File: config.mk
export PLATFORM = sky130hd
export DESIGN_NAME = ccff_loader
export DESIGN_NICKNAME = d
export VERILOG_FILES = /design/src/rtl/ccff_loader.sv
export SDC_FILE = /design/constraint.sdc
export NUM_CORES = 1
export LEC_CHECK = 0
export ABC_AREA = 1
export CAP_MARGIN = 0
export CORE_ASPECT_RATIO = 1.1
export CORE_MARGIN = 3
export CORE_UTILIZATION = 40
export CTS_CLUSTER_DIAMETER = 40
export DETAILED_ROUTE_END_ITERATION = 12
export HOLD_SLACK_MARGIN = 0.06
export PLACE_DENSITY = 0.65
export SLEW_MARGIN = 20
export SYNTH_ARGS = -nofsm -noshare
export SYNTH_HDL_FRONTEND = slang
export SYNTH_SLANG_ARGS = --single-unit
File: constraint.sdc
create_clock -name prog_clk -period 3.1 [get_ports prog_clk]
set_input_delay 0.62 -clock prog_clk [delete_from_list [all_inputs] [get_ports prog_clk]]
set_output_delay 0.62 -clock prog_clk [all_outputs]
set_load 0.02 [all_outputs]
File: src/rtl/ccff_loader.sv
// ccff_loader: writer end of a DFF configuration chain.
// Takes WORD_W-bit words from a host over valid/ready and shifts exactly
// CHAIN_LEN bits, LSB-first, into the chain head. One bit is shifted per
// cycle with ccff_shift_en high; with no bit to shift, ccff_shift_en is low
// and ccff_head holds its last value.
//
// Ports:
//   prog_clk, prog_reset_n  clock, asynchronous active-low reset
//   start                   one-cycle pulse, begins a load when idle
//   s_data/s_valid/s_ready  host word stream (s_ready decoded from state)
//   ccff_head, ccff_shift_en  serial bit and shift enable to the chain
//   ccff_tail               serial bit from the chain tail
//   busy, done, bits_loaded load status
//
// Optional build macro CCFF_LOADER_VERIFY_EN adds input verify and the
// outputs mismatch / mismatch_cnt. A verify load compares ccff_tail with
// ccff_head on every shift. The tail then carries the bit from the same
// index of the previous load.
module ccff_loader #(
  parameter int unsigned WORD_W    = 32,
  parameter int unsigned CHAIN_LEN = 1024,
  parameter int unsigned CNT_W     = $clog2(CHAIN_LEN + 1)
) (
  input  logic              prog_clk,
  input  logic              prog_reset_n,
  input  logic              start,
  input  logic [WORD_W-1:0] s_data,
  input  logic              s_valid,
  output logic              s_ready,
  output logic              ccff_head,
  output logic              ccff_shift_en,
  input  logic              ccff_tail,
  output logic              busy,
  output logic              done,
  output logic [CNT_W-1:0]  bits_loaded
`ifdef CCFF_LOADER_VERIFY_EN
  ,
  input  logic              verify,
  output logic              mismatch,
  output logic [CNT_W-1:0]  mismatch_cnt
`endif
);

  localparam int unsigned NWORDS    = (CHAIN_LEN + WORD_W - 1) / WORD_W;
  localparam int unsigned REM_BITS  = CHAIN_LEN % WORD_W;
  localparam int unsigned LAST_BITS = (REM_BITS == 0) ? WORD_W : REM_BITS;
  localparam int unsigned WR_W      = $clog2(NWORDS + 1);
  localparam int unsigned BL_W      = $clog2(WORD_W + 1);

  typedef enum logic [1:0] {IDLE, SHIFT, DONE} state_t;

  state_t            state_q, state_d;
  logic [WORD_W-1:0] buf_q, buf_d;      // word being shifted, bit 0 next
  logic [BL_W-1:0]   left_q, left_d;    // unshifted bits left in buf_q
  logic [WR_W-1:0]   words_q, words_d;  // words still to accept
  logic              head_q, head_d;
  logic              shen_q, shen_d;
  logic              busy_q, busy_d;
  logic              done_q, done_d;
  logic [CNT_W-1:0]  cnt_q, cnt_d;
  logic              ready_c;

`ifdef CCFF_LOADER_VERIFY_EN
  logic              verify_q, verify_d;
  logic              mism_q, mism_d;
  logic [CNT_W-1:0]  mcnt_q, mcnt_d;
`else
  logic              unused_tail;
  assign unused_tail = ccff_tail;
`endif

  // Ready when the buffer is empty or its last bit goes out this cycle.
  // This lets back-to-back words shift without a bubble.
  assign ready_c = (state_q == SHIFT) && (words_q != '0) &&
                   ((left_q == '0) || (left_q == BL_W'(1)));

  // Next-state, datapath and output decode.
  always_comb begin
    state_d = state_q;
    buf_d   = buf_q;
    left_d  = left_q;
    words_d = words_q;
    head_d  = head_q;
    shen_d  = 1'b0;
    busy_d  = 1'b0;
    done_d  = 1'b0;
    cnt_d   = cnt_q;
`ifdef CCFF_LOADER_VERIFY_EN
    verify_d = verify_q;
    mism_d   = mism_q;
    mcnt_d   = mcnt_q;
    // Compare on the cycle the chain actually shifts.
    if (verify_q && shen_q && (ccff_tail != head_q)) begin
      mism_d = 1'b1;
      if (mcnt_q != {CNT_W{1'b1}}) mcnt_d = mcnt_q + CNT_W'(1);
    end
`endif
    unique case (state_q)
      IDLE: begin
        if (start) begin
          state_d = SHIFT;
          busy_d  = 1'b1;
          cnt_d   = '0;
          left_d  = '0;
          words_d = WR_W'(NWORDS);
`ifdef CCFF_LOADER_VERIFY_EN
          verify_d = verify;
          mism_d   = 1'b0;
          mcnt_d   = '0;
`endif
        end
      end
      SHIFT: begin
        busy_d = 1'b1;
        if (cnt_q == CNT_W'(CHAIN_LEN)) begin
          // The last shift is on the chain this cycle; finish next cycle.
          state_d = DONE;
          busy_d  = 1'b0;
          done_d  = 1'b1;
        end else begin
          if (left_q != '0) begin
            shen_d = 1'b1;
            head_d = buf_q[0];
            buf_d  = buf_q >> 1;
            left_d = left_q - BL_W'(1);
            cnt_d  = cnt_q + CNT_W'(1);
          end
          if (s_valid && ready_c) begin
            // A short final word keeps only its low LAST_BITS bits.
            buf_d   = s_data;
            words_d = words_q - WR_W'(1);
            left_d  = (words_q == WR_W'(1)) ? BL_W'(LAST_BITS) : BL_W'(WORD_W);
          end
        end
      end
      DONE:    state_d = IDLE;
      default: state_d = IDLE;
    endcase
  end

  // State and output registers.
  always_ff @(posedge prog_clk or negedge prog_reset_n) begin
    if (!prog_reset_n) begin
      state_q <= IDLE;
      buf_q   <= '0;
      left_q  <= '0;
      words_q <= '0;
      head_q  <= 1'b0;
      shen_q  <= 1'b0;
      busy_q  <= 1'b0;
      done_q  <= 1'b0;
      cnt_q   <= '0;
`ifdef CCFF_LOADER_VERIFY_EN
      verify_q <= 1'b0;
      mism_q   <= 1'b0;
      mcnt_q   <= '0;
`endif
    end else begin
      state_q <= state_d;
      buf_q   <= buf_d;
      left_q  <= left_d;
      words_q <= words_d;
      head_q  <= head_d;
      shen_q  <= shen_d;
      busy_q  <= busy_d;
      done_q  <= done_d;
      cnt_q   <= cnt_d;
`ifdef CCFF_LOADER_VERIFY_EN
      verify_q <= verify_d;
      mism_q   <= mism_d;
      mcnt_q   <= mcnt_d;
`endif
    end
  end

  assign s_ready       = ready_c;
  assign ccff_head     = head_q;
  assign ccff_shift_en = shen_q;
  assign busy          = busy_q;
  assign done          = done_q;
  assign bits_loaded   = cnt_q;
`ifdef CCFF_LOADER_VERIFY_EN
  assign mismatch      = mism_q;
  assign mismatch_cnt  = mcnt_q;
`endif

endmodule

# Word-level counts from Yosys, hierarchy flattened
# Index checks and enable logic that the tools add are counted.
[totals] input_bits=37 reg_bits=61
[classes] muxes=26 n_bitwise=1 n_eq_ne=9 addsub=3 reduce_logical=16
[ops] operator="2-to-1 mux 32 bit" count=2
[ops] operator="2-to-1 mux 6 bit" count=7
[ops] operator="2-to-1 mux 11 bit" count=3
[ops] operator="case mux 6 bit (2 select lines)" count=2
[ops] operator="case mux 11 bit (2 select lines)" count=1
[ops] operator="AND reduction 4 bit" count=3
[ops] operator="nonzero test 6 bit" count=2
[ops] operator="subtractor 6 x 1 -> 6 bit, second input constant" count=2
[ops] operator="adder 11 x 1 -> 11 bit, second input constant" count=1
[ops] operator="== test 11 bit, second input constant" count=1
[ops] operator="2-to-1 mux 1 bit" count=7
[ops] operator="== test 6 x 1 -> 1 bit, second input constant" count=1
[ops] operator="zero test 6 bit" count=1
[ops] operator="inequality test 2 x 1 -> 1 bit, second input constant" count=3
[ops] operator="AND reduction 3 bit" count=2
[ops] operator="2-to-1 mux 2 bit" count=2
[ops] operator="inequality test 2 bit, second input constant" count=2
[ops] operator="case mux 2 bit (2 select lines)" count=1
[ops] operator="nonzero test 2 bit" count=2
[ops] operator="logical AND 1 bit" count=3
[ops] operator="inequality test 3 x 1 -> 1 bit, second input constant" count=1
[ops] operator="== test 2 x 1 -> 1 bit, second input constant" count=1
[ops] operator="zero test 2 bit" count=1
[ops] operator="case mux 1 bit (2 select lines)" count=1
[ops] operator="other kinds (3)" count=3

# Longest topological paths before layout
[depth] depth_word=7 ltp_mapped=12

# Worst setup path after synthesis
# Ideal clock, no wire load.
[synth_path] path_kind="register to output" start="reg left_q[0]" end="out s_ready" t_arrival_ps=1282 path_stages_with_launch=6 n_path_buf=1 path_slack_ps=1198 cell_sequence="dfrtp_1 inv_1 ha_1 o211ai_2 nor2_4 buf_2"
[synth_via] elab_chain_len=3 word_cells_on_any_way=4 classes_between="eq/ne: 1; reduce/logical: 3"
[synth_rtl] element="start: declaration" line="54" text="logic [BL_W-1:0] left_q, left_d;"
[synth_rtl] element="start signal: assignment" line="161" text="left_q <= left_d;"
[synth_rtl] element="== test 6 x 1 -> 1 bit or zero test 6 bit (tied branches)" line="75" text="((left_q == '0) || (left_q == BL_W'(1)));"
[synth_rtl] element="logical OR 1 bit (*)" line="75"
[synth_rtl] element="logical AND 1 bit (*)" line="74" text="assign ready_c = (state_q == SHIFT) && (words_q != '0) &&"
[synth_rtl] element="end: declaration" line="29" text="output logic s_ready,"
# Every way passes the cells marked *; elsewhere a longest branch is shown, timed or not.

# Worst setup path after layout
# Ends and elaborated chain as after synthesis.

==> impl_metrics.py <==
metrics = {
    "outcome": {
        "outcome": "finished clean",
    },
    "drt": {
        "drc": 0,
        "detailroute.via_count": 3239,
        "postRouteAntennaNets": 0,
        "wl_per_cell_um": 12.3,
        "drt-vias-per-instance": 5.01,
        "drt_iter0_drc": 224,
        "first_pass_iters": 4,
        "wire_length_reported_by_the_detailed_router_um": 7930,
    },
    "grt": {
        "grt_first_pass_wirelength_um": 14000,
        "global_route.overflow_total": 0,
        "grt_start_max_net_pins": 37,
        "first_global_vias": 3106,
        "grt.met1_usage_pct": 22.9,
        "grt.busiest_layer": "met2",
        "antenna_found_initial": 0,
        "gr-usage-met2_pct": 28.1,
        "grt_usage_pct": 17.5,
        "global_route_met3_usage_pct": 4.20,
    },
    "critical_path": {
        "rr_startpoint": "left_q[0]$_DFFE_PN0P_",
        "worstPathArrival_ns": 2.05,
        "crit_path_max_fanout": 4,
        "criticalPathCategory": "reg2out",
        "r2r-end": "buf_q[7]$_DFFE_PN0P_",
        "reg2reg_depth": 9,
        "ff2ff_setup_slack_ns": 0.91,
        "timing.critical_path.to_type": "output port",
        "worst-endpoint-required_ns": 2.48,
        "timing.critical_path.from_type": "flip-flop",
    },
    "power": {
        "total_leakage_power_nw": 2.25,
        "sequentialPowerShare_pct": 34.7,
        "switching_share_pct": 41.3,
        "combinationalPowerShare_pct": 43.4,
        "intPower_mw": 2.18,
        "share_clk_of_total_power_pct": 21.9,
        "vdd.ir_drop.worst_mv": 0.348,
        "p_switching_mw": 1.53,
        "power_density_nw_per_um2": 863,
        "total_power_mw": 3.71,
    },
    "die": {
        "die_x_um": 95.2,
        "die_height_um": 104,
        "pin_count": 53,
        "die_area_um2": 9910,
        "initial_core_util_pct": 41.4,
        "floorplan.core_area_um2": 8450,
        "num_rows": 35,
    },
    "sta": {
        "fmaxAchievable_ghz": 0.375,
        "worst-slew-pin-transition_ns": 0.690,
        "final-max-slew-violation-count": 0,
        "clk_skew_ns": 0.00734,
        "worst_slack_ns": 0.432,
        "final.setup.tns_ns": 0,
        "report.final.hold_viol_count": 0,
        "timing.final.crit_share_pct": 86.1,
        "fin_crit_ns": 2.67,
        "final-setup-viol-count": 0,
        "slew_headroom_pct": 54.0,
        "grt_setup_unrepaired": "no",
    },
    "finish": {
        "post_route_cells_drive_above_1_share_pct": 7.46,
        "count_of_antenna_diodes_in_the_layout": 0,
        "final_nets": 574,
        "area_delta_synth_final_pct": 22.9,
        "final_cells": 647,
    },
    "place": {
        "port_buffers": 51,
        "finalWeightedCongestion": 0.871,
        "place_worst_setup_slack_ns": 0.792,
        "place.detailed.instances": 631,
        "place_hpwl_um": 5300,
    },
    "clocking": {
        "clock_tree.buffer_depth": 2,
        "hold_buffers": 0,
        "cts_tree": "built",
        "post-cts-setup-buffers": 0,
        "clk_pin_slew_worst_paths_ns": 0.07,
        "tritoncts.num_buffers": 9,
        "clockRootBuffer": "sky130_fd_sc_hd__clkbuf_8",
        "ctsHtreeMaxLevel": 3,
        "clkLatencyLatePin_ns": 0.34,
        "ctsResizeCount": 0,
        "tritoncts_num_sinks": 61,
    },
    "synth": {
        "syn-mean-instance-area_um2": 7.23,
        "synth_cell_types": 28,
        "synth_sequential_area_ratio_pct": 43.6,
        "synth-edff-count": 0,
        "synth.yosys.warnings": 0,
        "ys_ff_latch": 61,
        "syn-instance-count": 484,
        "synthesis.area_um2": 3500,
        "synth_ff_type": "sky130_fd_sc_hd__dfrtp_1",
        "synth.net_count": 527,
        "synth_async_sr_flop_share_pct": 100,
    },
    "hold_path": {
        "worst_hold_path_type": "in2async",
    },
    "run": {
        "timing.max_cap.violations": 0,
    },
}
cells in the final DEF, fill, tap and decap left out, types with 2 or more instances in the layout:
cell type / instances
sky130_fd_sc_hd__a21oi_1: 6
sky130_fd_sc_hd__buf_4: 6
sky130_fd_sc_hd__bufinv_16: 2
sky130_fd_sc_hd__clkbuf_8: 11
sky130_fd_sc_hd__clkdlybuf4s50_1: 50
sky130_fd_sc_hd__clkinv_2: 2
sky130_fd_sc_hd__dfrtp_1: 61
sky130_fd_sc_hd__ha_1: 6
sky130_fd_sc_hd__inv_1: 30
sky130_fd_sc_hd__inv_2: 2
sky130_fd_sc_hd__nand2_1: 207
sky130_fd_sc_hd__nand2_4: 2
sky130_fd_sc_hd__nand3_1: 75
sky130_fd_sc_hd__nand3_4: 2
sky130_fd_sc_hd__nand4_1: 6
sky130_fd_sc_hd__nor2_1: 27
sky130_fd_sc_hd__nor2_2: 3
sky130_fd_sc_hd__nor2_4: 3
sky130_fd_sc_hd__nor3_1: 7
sky130_fd_sc_hd__o21ai_0: 10
sky130_fd_sc_hd__xnor2_1: 2
sky130_fd_sc_hd__xor2_1: 6
power by group through the flow:
stage                     Combinational, mW  Clock (mW)  Sequential, mW
after detailed placement               1.61           0            1.30
after CTS                              1.62       0.827            1.29
after floorplan                        1.20           0            1.31
final                                  1.61       0.813            1.29
after global routing                   1.86       0.863            1.33
after global placement                 1.57           0            1.29
metrics by stage:
stage | hold WS [ns] | instance area [um2] | util [%]
6_report | 0.321 | 4300 | 50.9
5_1_grt | 0.383 | 4300 | 50.9
4_1_cts | 0.347 | 4300 | 50.9
3_5_place_dp | 0.470 | 4080 | 48.2
3_3_place_gp | 0.464 | 4080 | 48.2
2_1_floorplan | 0.324 | 3500 | -
synthesized netlist by cell type (2+ instances only):
master / instances / area share [%]
sky130_fd_sc_hd__nor2_1: 27 / 2.9
sky130_fd_sc_hd__ha_1: 6 / 2.1
sky130_fd_sc_hd__inv_1: 30 / 3.2
sky130_fd_sc_hd__xnor2_1: 2 / 0.50
sky130_fd_sc_hd__nand2_4: 2 / 0.64
sky130_fd_sc_hd__nor2_2: 3 / 0.54
sky130_fd_sc_hd__nand3_4: 2 / 1.0
sky130_fd_sc_hd__nor3_1: 7 / 1.0
sky130_fd_sc_hd__clkbuf_1: 5 / 0.54
sky130_fd_sc_hd__nor2_4: 3 / 0.97
sky130_fd_sc_hd__buf_4: 2 / 0.43
sky130_fd_sc_hd__buf_2: 11 / 1.6
sky130_fd_sc_hd__a21oi_1: 6 / 0.86
sky130_fd_sc_hd__inv_2: 2 / 0.21
sky130_fd_sc_hd__nand3_1: 75 / 11
sky130_fd_sc_hd__buf_6: 4 / 1.3
sky130_fd_sc_hd__xor2_1: 6 / 1.5
sky130_fd_sc_hd__o21ai_0: 10 / 1.4
sky130_fd_sc_hd__dfrtp_1: 61 / 44
sky130_fd_sc_hd__nand4_1: 6 / 1.1
sky130_fd_sc_hd__nand2_1: 207 / 22
metal layers:
layer	vias to the layer above	wire [um]
met1	1496	3560
li1	1627	-
met2	102	3780
met3	14	447
met4	0	149
met5	-	0
critical path, stage by stage (launching register included):
cell                              delay (ns)
sky130_fd_sc_hd__dfrtp_1                0.41
sky130_fd_sc_hd__inv_1                  0.13
sky130_fd_sc_hd__ha_1                   0.28
sky130_fd_sc_hd__o211ai_2               0.12
sky130_fd_sc_hd__nor2_4                 0.15
sky130_fd_sc_hd__clkdlybuf4s50_1        0.61
registers in the layout, indices dropped and copies added (netlist names):
name / count
buf_q: 32
state_q: 2
left_q: 6
words_q: 6
done: 1
busy: 1
ccff_head: 1
ccff_shift_en: 1
bits_loaded: 11
worst max-delay path by stage:
stage                     startpoint      end  slack [ns]  cells past startpoint
2_1_floorplan  left_q[0]$_DFFE_PN0P_  s_ready        1.20                      5
3_3_place_gp   left_q[0]$_DFFE_PN0P_  s_ready        0.81                      5
3_5_place_dp   left_q[0]$_DFFE_PN0P_  s_ready        0.79                      5
4_1_cts        left_q[0]$_DFFE_PN0P_  s_ready        0.42                      5
5_1_grt        left_q[0]$_DFFE_PN0P_  s_ready        0.30                      5
6_report       left_q[0]$_DFFE_PN0P_  s_ready        0.43                      5
cell families after synthesis:
kind of cell	after synthesis	share of synthesized area, %
fa+ha+maj	6	2.15
compound gates	18	2.90
simple gates	337	42.1
xor+xnor	8	2.00
flops	61	43.6
buf+inv	54	7.26
cell type report:
cell class | instances | area [um2]
fillers | 809 | 4150
multi-input cells | 369 | 1720
flip-flops and latches | 61 | 1530
repair buffers | 58 | 571
clock buffers | 12 | 155
well taps | 111 | 139
inverters | 32 | 120
clock inverters | 4 | 70.1
(Power assumes the default switching activity.)
